[src/rtl/sudoku_grid_store.sv]
// Sudoku grid store: row-major handshake load, registered readback, and a sequential
// consistency checker that scans every row, column and box one cell per cycle.
module sudoku_grid_store #(
  parameter int unsigned BOX = 3,
  localparam int unsigned DIM = BOX * BOX,
  localparam int unsigned CELLS = DIM * DIM,
  localparam int unsigned CW = $clog2(DIM + 1),
  localparam int unsigned IW = $clog2(DIM)
) (
  input  logic          clk,
  input  logic          rst,
  input  logic          in_valid,
  input  logic [CW-1:0] in_value,
  output logic          in_ready,
  input  logic          clear,
  input  logic          chk_start,
  input  logic [IW-1:0] rd_row,
  input  logic [IW-1:0] rd_col,
  output logic [CW-1:0] rd_value,
  output logic          loaded,
  output logic          busy,
  output logic          chk_done,
  output logic          chk_ok,
  output logic          chk_full,
  output logic          bad_value
);

  localparam int unsigned SCAN = 3 * CELLS;
  localparam int unsigned SW = $clog2(SCAN);

  localparam logic [1:0] PassRow = 2'd0;
  localparam logic [1:0] PassCol = 2'd1;
  localparam logic [1:0] PassBox = 2'd2;

  typedef enum logic [1:0] {StLoad, StReady, StCheck, StDone} state_e;

  state_e        state_q, state_d;
  logic [IW-1:0] row_q, row_d, col_q, col_d;
  logic          loaded_q, loaded_d;
  logic          bad_q, bad_d;
  logic [1:0]    pass_q, pass_d;
  logic [IW-1:0] grp_q, grp_d, idx_q, idx_d;
  logic [SW-1:0] scan_cnt_q, scan_cnt_d;
  logic [DIM-1:0] seen_q, seen_d;
  logic          ok_run_q, ok_run_d;
  logic          full_run_q, full_run_d;
  logic          chk_ok_q, chk_ok_d;
  logic          chk_full_q, chk_full_d;
  logic [CW-1:0] rd_q, rd_next;

  logic [CW-1:0] cell_q [DIM][DIM];

  logic          xfer;
  logic          last_cell;
  logic [CW-1:0] wr_val;
  logic [IW-1:0] scan_r, scan_c;
  logic [CW-1:0] scan_v;
  logic [DIM-1:0] seen_base, dig_oh;
  logic          dup;
  logic          scan_last;

  assign xfer      = in_valid && (state_q == StLoad);
  assign last_cell = (row_q == IW'(DIM - 1)) && (col_q == IW'(DIM - 1));
  assign wr_val    = (in_value > CW'(DIM)) ? '0 : in_value;

  // Map (pass, group, index) to the cell visited this scan cycle.
  always_comb begin
    scan_r = '0;
    scan_c = '0;
    case (pass_q)
      PassRow: begin
        scan_r = grp_q;
        scan_c = idx_q;
      end
      PassCol: begin
        scan_r = idx_q;
        scan_c = grp_q;
      end
      PassBox: begin
        scan_r = IW'((grp_q / BOX) * BOX + idx_q / BOX);
        scan_c = IW'((grp_q % BOX) * BOX + idx_q % BOX);
      end
      default: begin
        scan_r = '0;
        scan_c = '0;
      end
    endcase
  end

  assign scan_v    = cell_q[scan_r][scan_c];
  assign seen_base = (idx_q == '0) ? '0 : seen_q;
  assign dig_oh    = (scan_v == '0) ? '0 : (DIM'(1) << (scan_v - CW'(1)));
  assign dup       = |(seen_base & dig_oh);
  assign scan_last = (scan_cnt_q == SW'(SCAN - 1));

  always_comb begin
    state_d    = state_q;
    row_d      = row_q;
    col_d      = col_q;
    loaded_d   = loaded_q;
    bad_d      = bad_q;
    pass_d     = pass_q;
    grp_d      = grp_q;
    idx_d      = idx_q;
    scan_cnt_d = scan_cnt_q;
    seen_d     = seen_q;
    ok_run_d   = ok_run_q;
    full_run_d = full_run_q;
    chk_ok_d   = chk_ok_q;
    chk_full_d = chk_full_q;

    case (state_q)
      StLoad: begin
        if (xfer) begin
          bad_d = bad_q | (in_value > CW'(DIM));
          if (last_cell) begin
            row_d    = '0;
            col_d    = '0;
            loaded_d = 1'b1;
            state_d  = StReady;
          end else if (col_q == IW'(DIM - 1)) begin
            col_d = '0;
            row_d = row_q + 1'b1;
          end else begin
            col_d = col_q + 1'b1;
          end
        end
      end
      StReady: begin
        if (chk_start) begin
          state_d    = StCheck;
          pass_d     = PassRow;
          grp_d      = '0;
          idx_d      = '0;
          scan_cnt_d = '0;
          seen_d     = '0;
          ok_run_d   = 1'b1;
          full_run_d = 1'b1;
        end
      end
      StCheck: begin
        seen_d     = seen_base | dig_oh;
        ok_run_d   = ok_run_q & ~dup;
        if ((pass_q == PassRow) && (scan_v == '0)) begin
          full_run_d = 1'b0;
        end
        scan_cnt_d = scan_cnt_q + 1'b1;
        if (idx_q == IW'(DIM - 1)) begin
          idx_d = '0;
          if (grp_q == IW'(DIM - 1)) begin
            grp_d  = '0;
            pass_d = pass_q + 2'd1;
          end else begin
            grp_d = grp_q + 1'b1;
          end
        end else begin
          idx_d = idx_q + 1'b1;
        end
        // Publish the result including the final cell's contribution.
        if (scan_last) begin
          state_d    = StDone;
          chk_ok_d   = ok_run_d;
          chk_full_d = full_run_d;
        end
      end
      StDone: begin
        state_d = StReady;
      end
      default: begin
        state_d = StLoad;
      end
    endcase
  end

  always_ff @(posedge clk) begin
    if (rst || clear) begin
      state_q    <= StLoad;
      row_q      <= '0;
      col_q      <= '0;
      loaded_q   <= 1'b0;
      bad_q      <= 1'b0;
      pass_q     <= PassRow;
      grp_q      <= '0;
      idx_q      <= '0;
      scan_cnt_q <= '0;
      seen_q     <= '0;
      ok_run_q   <= 1'b1;
      full_run_q <= 1'b1;
      chk_ok_q   <= 1'b0;
      chk_full_q <= 1'b0;
    end else begin
      state_q    <= state_d;
      row_q      <= row_d;
      col_q      <= col_d;
      loaded_q   <= loaded_d;
      bad_q      <= bad_d;
      pass_q     <= pass_d;
      grp_q      <= grp_d;
      idx_q      <= idx_d;
      scan_cnt_q <= scan_cnt_d;
      seen_q     <= seen_d;
      ok_run_q   <= ok_run_d;
      full_run_q <= full_run_d;
      chk_ok_q   <= chk_ok_d;
      chk_full_q <= chk_full_d;
    end
  end

  always_ff @(posedge clk) begin
    if (rst || clear) begin
      for (int unsigned r = 0; r < DIM; r++) begin
        for (int unsigned c = 0; c < DIM; c++) begin
          cell_q[r][c] <= '0;
        end
      end
    end else if (xfer) begin
      cell_q[row_q][col_q] <= wr_val;
    end
  end

  assign rd_next = ((32'(rd_row) < DIM) && (32'(rd_col) < DIM)) ? cell_q[rd_row][rd_col] : '0;

  // Readback keeps running through clear; only rst forces it to zero.
  always_ff @(posedge clk) begin
    if (rst) begin
      rd_q <= '0;
    end else begin
      rd_q <= rd_next;
    end
  end

  assign in_ready  = (state_q == StLoad);
  assign busy      = (state_q == StCheck);
  assign chk_done  = (state_q == StDone);
  assign loaded    = loaded_q;
  assign bad_value = bad_q;
  assign chk_ok    = chk_ok_q;
  assign chk_full  = chk_full_q;
  assign rd_value  = rd_q;

endmodule
[config.mk]
export PLATFORM = sky130hd
export DESIGN_NAME = sudoku_grid_store
export DESIGN_NICKNAME = d
export VERILOG_FILES = /design/src/rtl/sudoku_grid_store.sv
export SDC_FILE = /design/constraint.sdc
export NUM_CORES = 2
export LEC_CHECK = 0
export BUFFER_PORTS_ARGS = -buffer_cell sky130_fd_sc_hd__buf_2
export CORE_ASPECT_RATIO = 1.1
export CORE_MARGIN = 2
export CORE_UTILIZATION = 60
export CTS_BUF_LIST = sky130_fd_sc_hd__clkbuf_8
export DETAILED_ROUTE_END_ITERATION = 8
export PLACE_DENSITY = 0.75
export SLEW_MARGIN = 20
export SYNTH_ARGS = -nofsm -noshare
export SYNTH_HDL_FRONTEND = slang
export SYNTH_SLANG_ARGS = --single-unit
export TNS_END_PERCENT = 50
[constraint.sdc]
create_clock -name clk -period 7.9 [get_ports clk]
set_input_delay 0 -clock clk [delete_from_list [all_inputs] [get_ports clk]]
set_output_delay 0 -clock clk [all_outputs]
set_load 0.01 [all_outputs]
==> qor.yml <==
pwr:
  clkPwrFrac_pct: 40.0
  netSwitchingFraction_pct: 23.8
  comb_power_share_pct: 6.3
  power.switching_mw: 1.65
  power_frac_seq_pct: 53.7
  p_leak_nw: 12.5
  p_per_area_nw_per_um2: 190
  p_int_mw: 5.29
  irDropWorstVdd_v: 0.000141
sta:
  timing.final.ws_setup_ns: 0.154
  post-route-min-period_ns: 7.75
  skew_ns: 0.0297
  fin_crit_sh_pct: 98.1
  fmax_mhz: 129
  maxSlewHeadroom_pct: 8.24
  hold_ws_ns: 0.142
  setup_violations: 0
  hold_violations: 0
  slew_viol_final: 0
  tightest_slew_ns: 1.37
global_route:
  grt_max_degree: 94
  grt_pass1_vias: 24857
  globalRouteOverflowTotal: 0
  grt_usage_pct: 38.9
  antenna_found_initial: 1
  grt_pass1_wl_um: 162000
cells_and_area:
  final_layout_size_suffix_gt1_share_pct: 20.8
  stdcell_count: 3492
  syn2layout_area_growth_pct: 10.3
  final_nets: 2733
  final_area_um2: 36500
  layout_common_cells: "576 x edfxtp_1, 437 x nor2_1, 227 x nand2_1"
  final_common_cell: "edfxtp_1"
placed_design:
  finalWeightedCongestion: 1.02
  post-place-ws_ns: -0.527
  dp.cells: 3288
  dpl.hpwl_um: 75100
  io_buffers: 27
  placed_cell_area_um2: 34200
floorplanning:
  design.core.area_um2: 54600
  die_x_um: 228
  dieArea_um2: 57000
  num_rows: 90
  fp.dieH_um: 250
  initial_core_util_pct: 60.5
  boundaryPins: 28
cts:
  clockRootBuffer: "clkbuf_8"
  clockBufferDepth: 3
  cts_buffers: 99
  htreeDepth: 3
  clock_sinks: 623
  clk_latency_ns: 0.73
  path_clk_slew_ns: 0.06
  tritoncts: "built"
critical_path:
  critical_path_class: "reg2reg"
  r2r-end: "chk_ok$_SDFFE_PN0P_"
  slowest_delay_ns: 0.52
  cpMostUsedCell: "ha_1"
  crit_required_ns: 8.53
  cp.arrival_ns: 8.37
  ff2ff_setup_slack_ns: 0.15
  path_max_fanout: 9
  r2r-start: "grp_q[3]$_SDFFE_PN0P_"
  cp_top_family: "compound AO/OA/AOI/OAI gates"
  crit_buf_inv: 4
  worstRegToRegCells: 28
  worstSetupStartpointType: "flip-flop"
  endpoint_kind: "flip-flop"
  slowest_stage: "dfxtp_1"
min_path:
  whs_endpoint: "cell_q[8][1]$_DFFE_PP_"
  worstHoldPathType: "in2reg"
  worstHoldPathCells: 3
  hp-start: "in_value[1]"
yosys:
  syn_inst: 2639
  synth.avg_cell_area_um2: 12.5
  synth_edf_count: 576
  netlist_area_um2: 33100
  yosysSeqAreaShare_pct: 55.2
  synth_area_leaders: "edfxtp_1 52%, mux4_2 14%, nor2_1 5.0%"
  yosys_warnings: 0
  synth_cell_types: 92
  synth_top_flop_cell: "edfxtp_1"
  synth.largest_area_cell: "edfxtp_1"
  async_flop_share_pct: 0
  ys_seq_elements: 623
  syn_nets: 2699
  yosysTopAreaCellShare_pct: 52.3
routing:
  drt_wl_total_um: 111000
  drtPass1Iterations: 7
  ant_nets: 0
  drcViolationCount: 0
  drt-wirelength-per-cell_um: 31.7
  drt_iter0_drc: 4650
  vias_per_cell: 7.26
  vias: 25345
status:
  status: "finished clean"
flow_run:
  cap_violations: 0
[power groups by stage]
stage	clock network (mW)	registers, mW	logic (mW)
floorplan	0	3.76	0.283
global placement	0	3.79	0.409
detailed placement	0	3.79	0.415
CTS	2.77	3.72	0.422
global route	2.90	3.73	0.451
finish	2.77	3.73	0.436
[logic make-up (layout without fill, tap and decap cells)]
family	after synthesis	after routing	synth area share, %
AO/OA/AOI/OAI	501	501	10.5
adder cells (fa/ha/maj)	43	43	1.76
other	0	1	0
flip-flops	623	623	55.2
XOR/XNOR	27	27	0.802
multiplexers	321	321	17.4
buffers and inverters	249	365	3.07
AND/OR/NAND/NOR	875	875	11.3
[area by class of cell]
| cell class | instances | area, um^2 |
|---|---|---|
| Fill cell | 3946 | 18100 |
| Clock buffer | 106 | 1460 |
| Inverter | 38 | 143 |
| Multi-Input combinational cell | 1767 | 14100 |
| Clock inverter | 77 | 495 |
| Antenna cell | 1 | 2.50 |
| Sequential cell | 623 | 18200 |
| Tap cell | 736 | 921 |
| Timing Repair Buffer | 144 | 1160 |
[per-layer routing]
layer | vias up | wire length, um | GRT usage (%)
met4 | 0 | 7570 | 22.9
met3 | 475 | 16000 | 12.3
met5 | - | 0 | 0.507
li1 | 10276 | - | -
met2 | 2250 | 49600 | 59.1
met1 | 12344 | 37500 | 49.6
[cell usage after synthesis, drive strengths merged, types with 8 or more instances]
cell type and n:
a211oi 20, a21oi 79, a221oi 8, a22oi 13
a2bb2oi 16, a31oi 33, a32oi 8, and2 16
and3 21, buf 64, clkbuf 147, dfxtp 47
edfxtp 576, ha 37, inv 37, mux2 34
mux2i 87, mux4 200, nand2 235, nand2b 14
nand3 52, nand4 15, nor2 441, nor2b 14
nor3 21, nor4 8, o2111ai 9, o211ai 16
o21a 8, o21ai 132, o221a 11, o221ai 28
o22ai 38, o31ai 8, or2 8, or3 13
xnor2 16, xor2 10
[what timing repair did]
item	4_1_cts	5_1_grt
pin swaps	0	5
setup endpoints to repair	9	2
endpoints found under the hold margin	59	0
buffers inserted	0	7
hold buffers	13	0
gates resized for setup	3	15
[worst max path at each step]
stage          depth (start not counted)                  end                  start  slack (ns)
2_1_floorplan                         32  chk_ok$_SDFFE_PN0P_  grp_q[2]$_SDFFE_PN0P_        1.02
3_3_place_gp                          27  chk_ok$_SDFFE_PN0P_  grp_q[3]$_SDFFE_PN0P_       -0.22
3_5_place_dp                          27  chk_ok$_SDFFE_PN0P_  grp_q[3]$_SDFFE_PN0P_       -0.53
6_report                              28  chk_ok$_SDFFE_PN0P_  grp_q[3]$_SDFFE_PN0P_        0.15
5_1_grt                               28  chk_ok$_SDFFE_PN0P_  grp_q[3]$_SDFFE_PN0P_       -0.02
4_1_cts                               27  chk_ok$_SDFFE_PN0P_  grp_q[3]$_SDFFE_PN0P_        0.06
[worst register-to-register path, delay by kind of cell (launching register included)]
| kind | cells | cell delay [ns] |
|---|---|---|
| compound gates | 8 | 2.46 |
| fa+ha+maj | 6 | 1.91 |
| simple gates | 6 | 1.30 |
| xor+xnor | 3 | 0.81 |
| flops | 1 | 0.52 |
| buf+inv | 4 | 0.51 |
| mux | 1 | 0.16 |
[registers in the layout, indices dropped and copies added, names as in the netlist]
| signal | count |
|---|---|
| rd_value | 4 |
| idx_q | 4 |
| ok_run_q | 1 |
| grp_q | 4 |
| pass_q | 2 |
| full_run_q | 1 |
| bad_value | 1 |
| cell_q | 576 |
| col_q | 4 |
| loaded | 1 |
| scan_cnt_q | 8 |
| row_q | 4 |
| chk_full | 1 |
| chk_ok | 1 |
| state_q | 2 |
| seen_q | 9 |
[per-stage QoR]
stage | setup TNS, ns | utilization, % | power [mW]
after floorplan | 0 | - | 4.05
after global placement | -0.283 | 62.7 | 4.20
after detailed placement | -1.99 | 62.7 | 4.21
after CTS | 0 | 66.5 | 6.91
after global routing | -0.0213 | 66.8 | 7.08
final | 0 | 66.8 | 6.94
No activity file was read; power rests on OpenSTA's default activity.
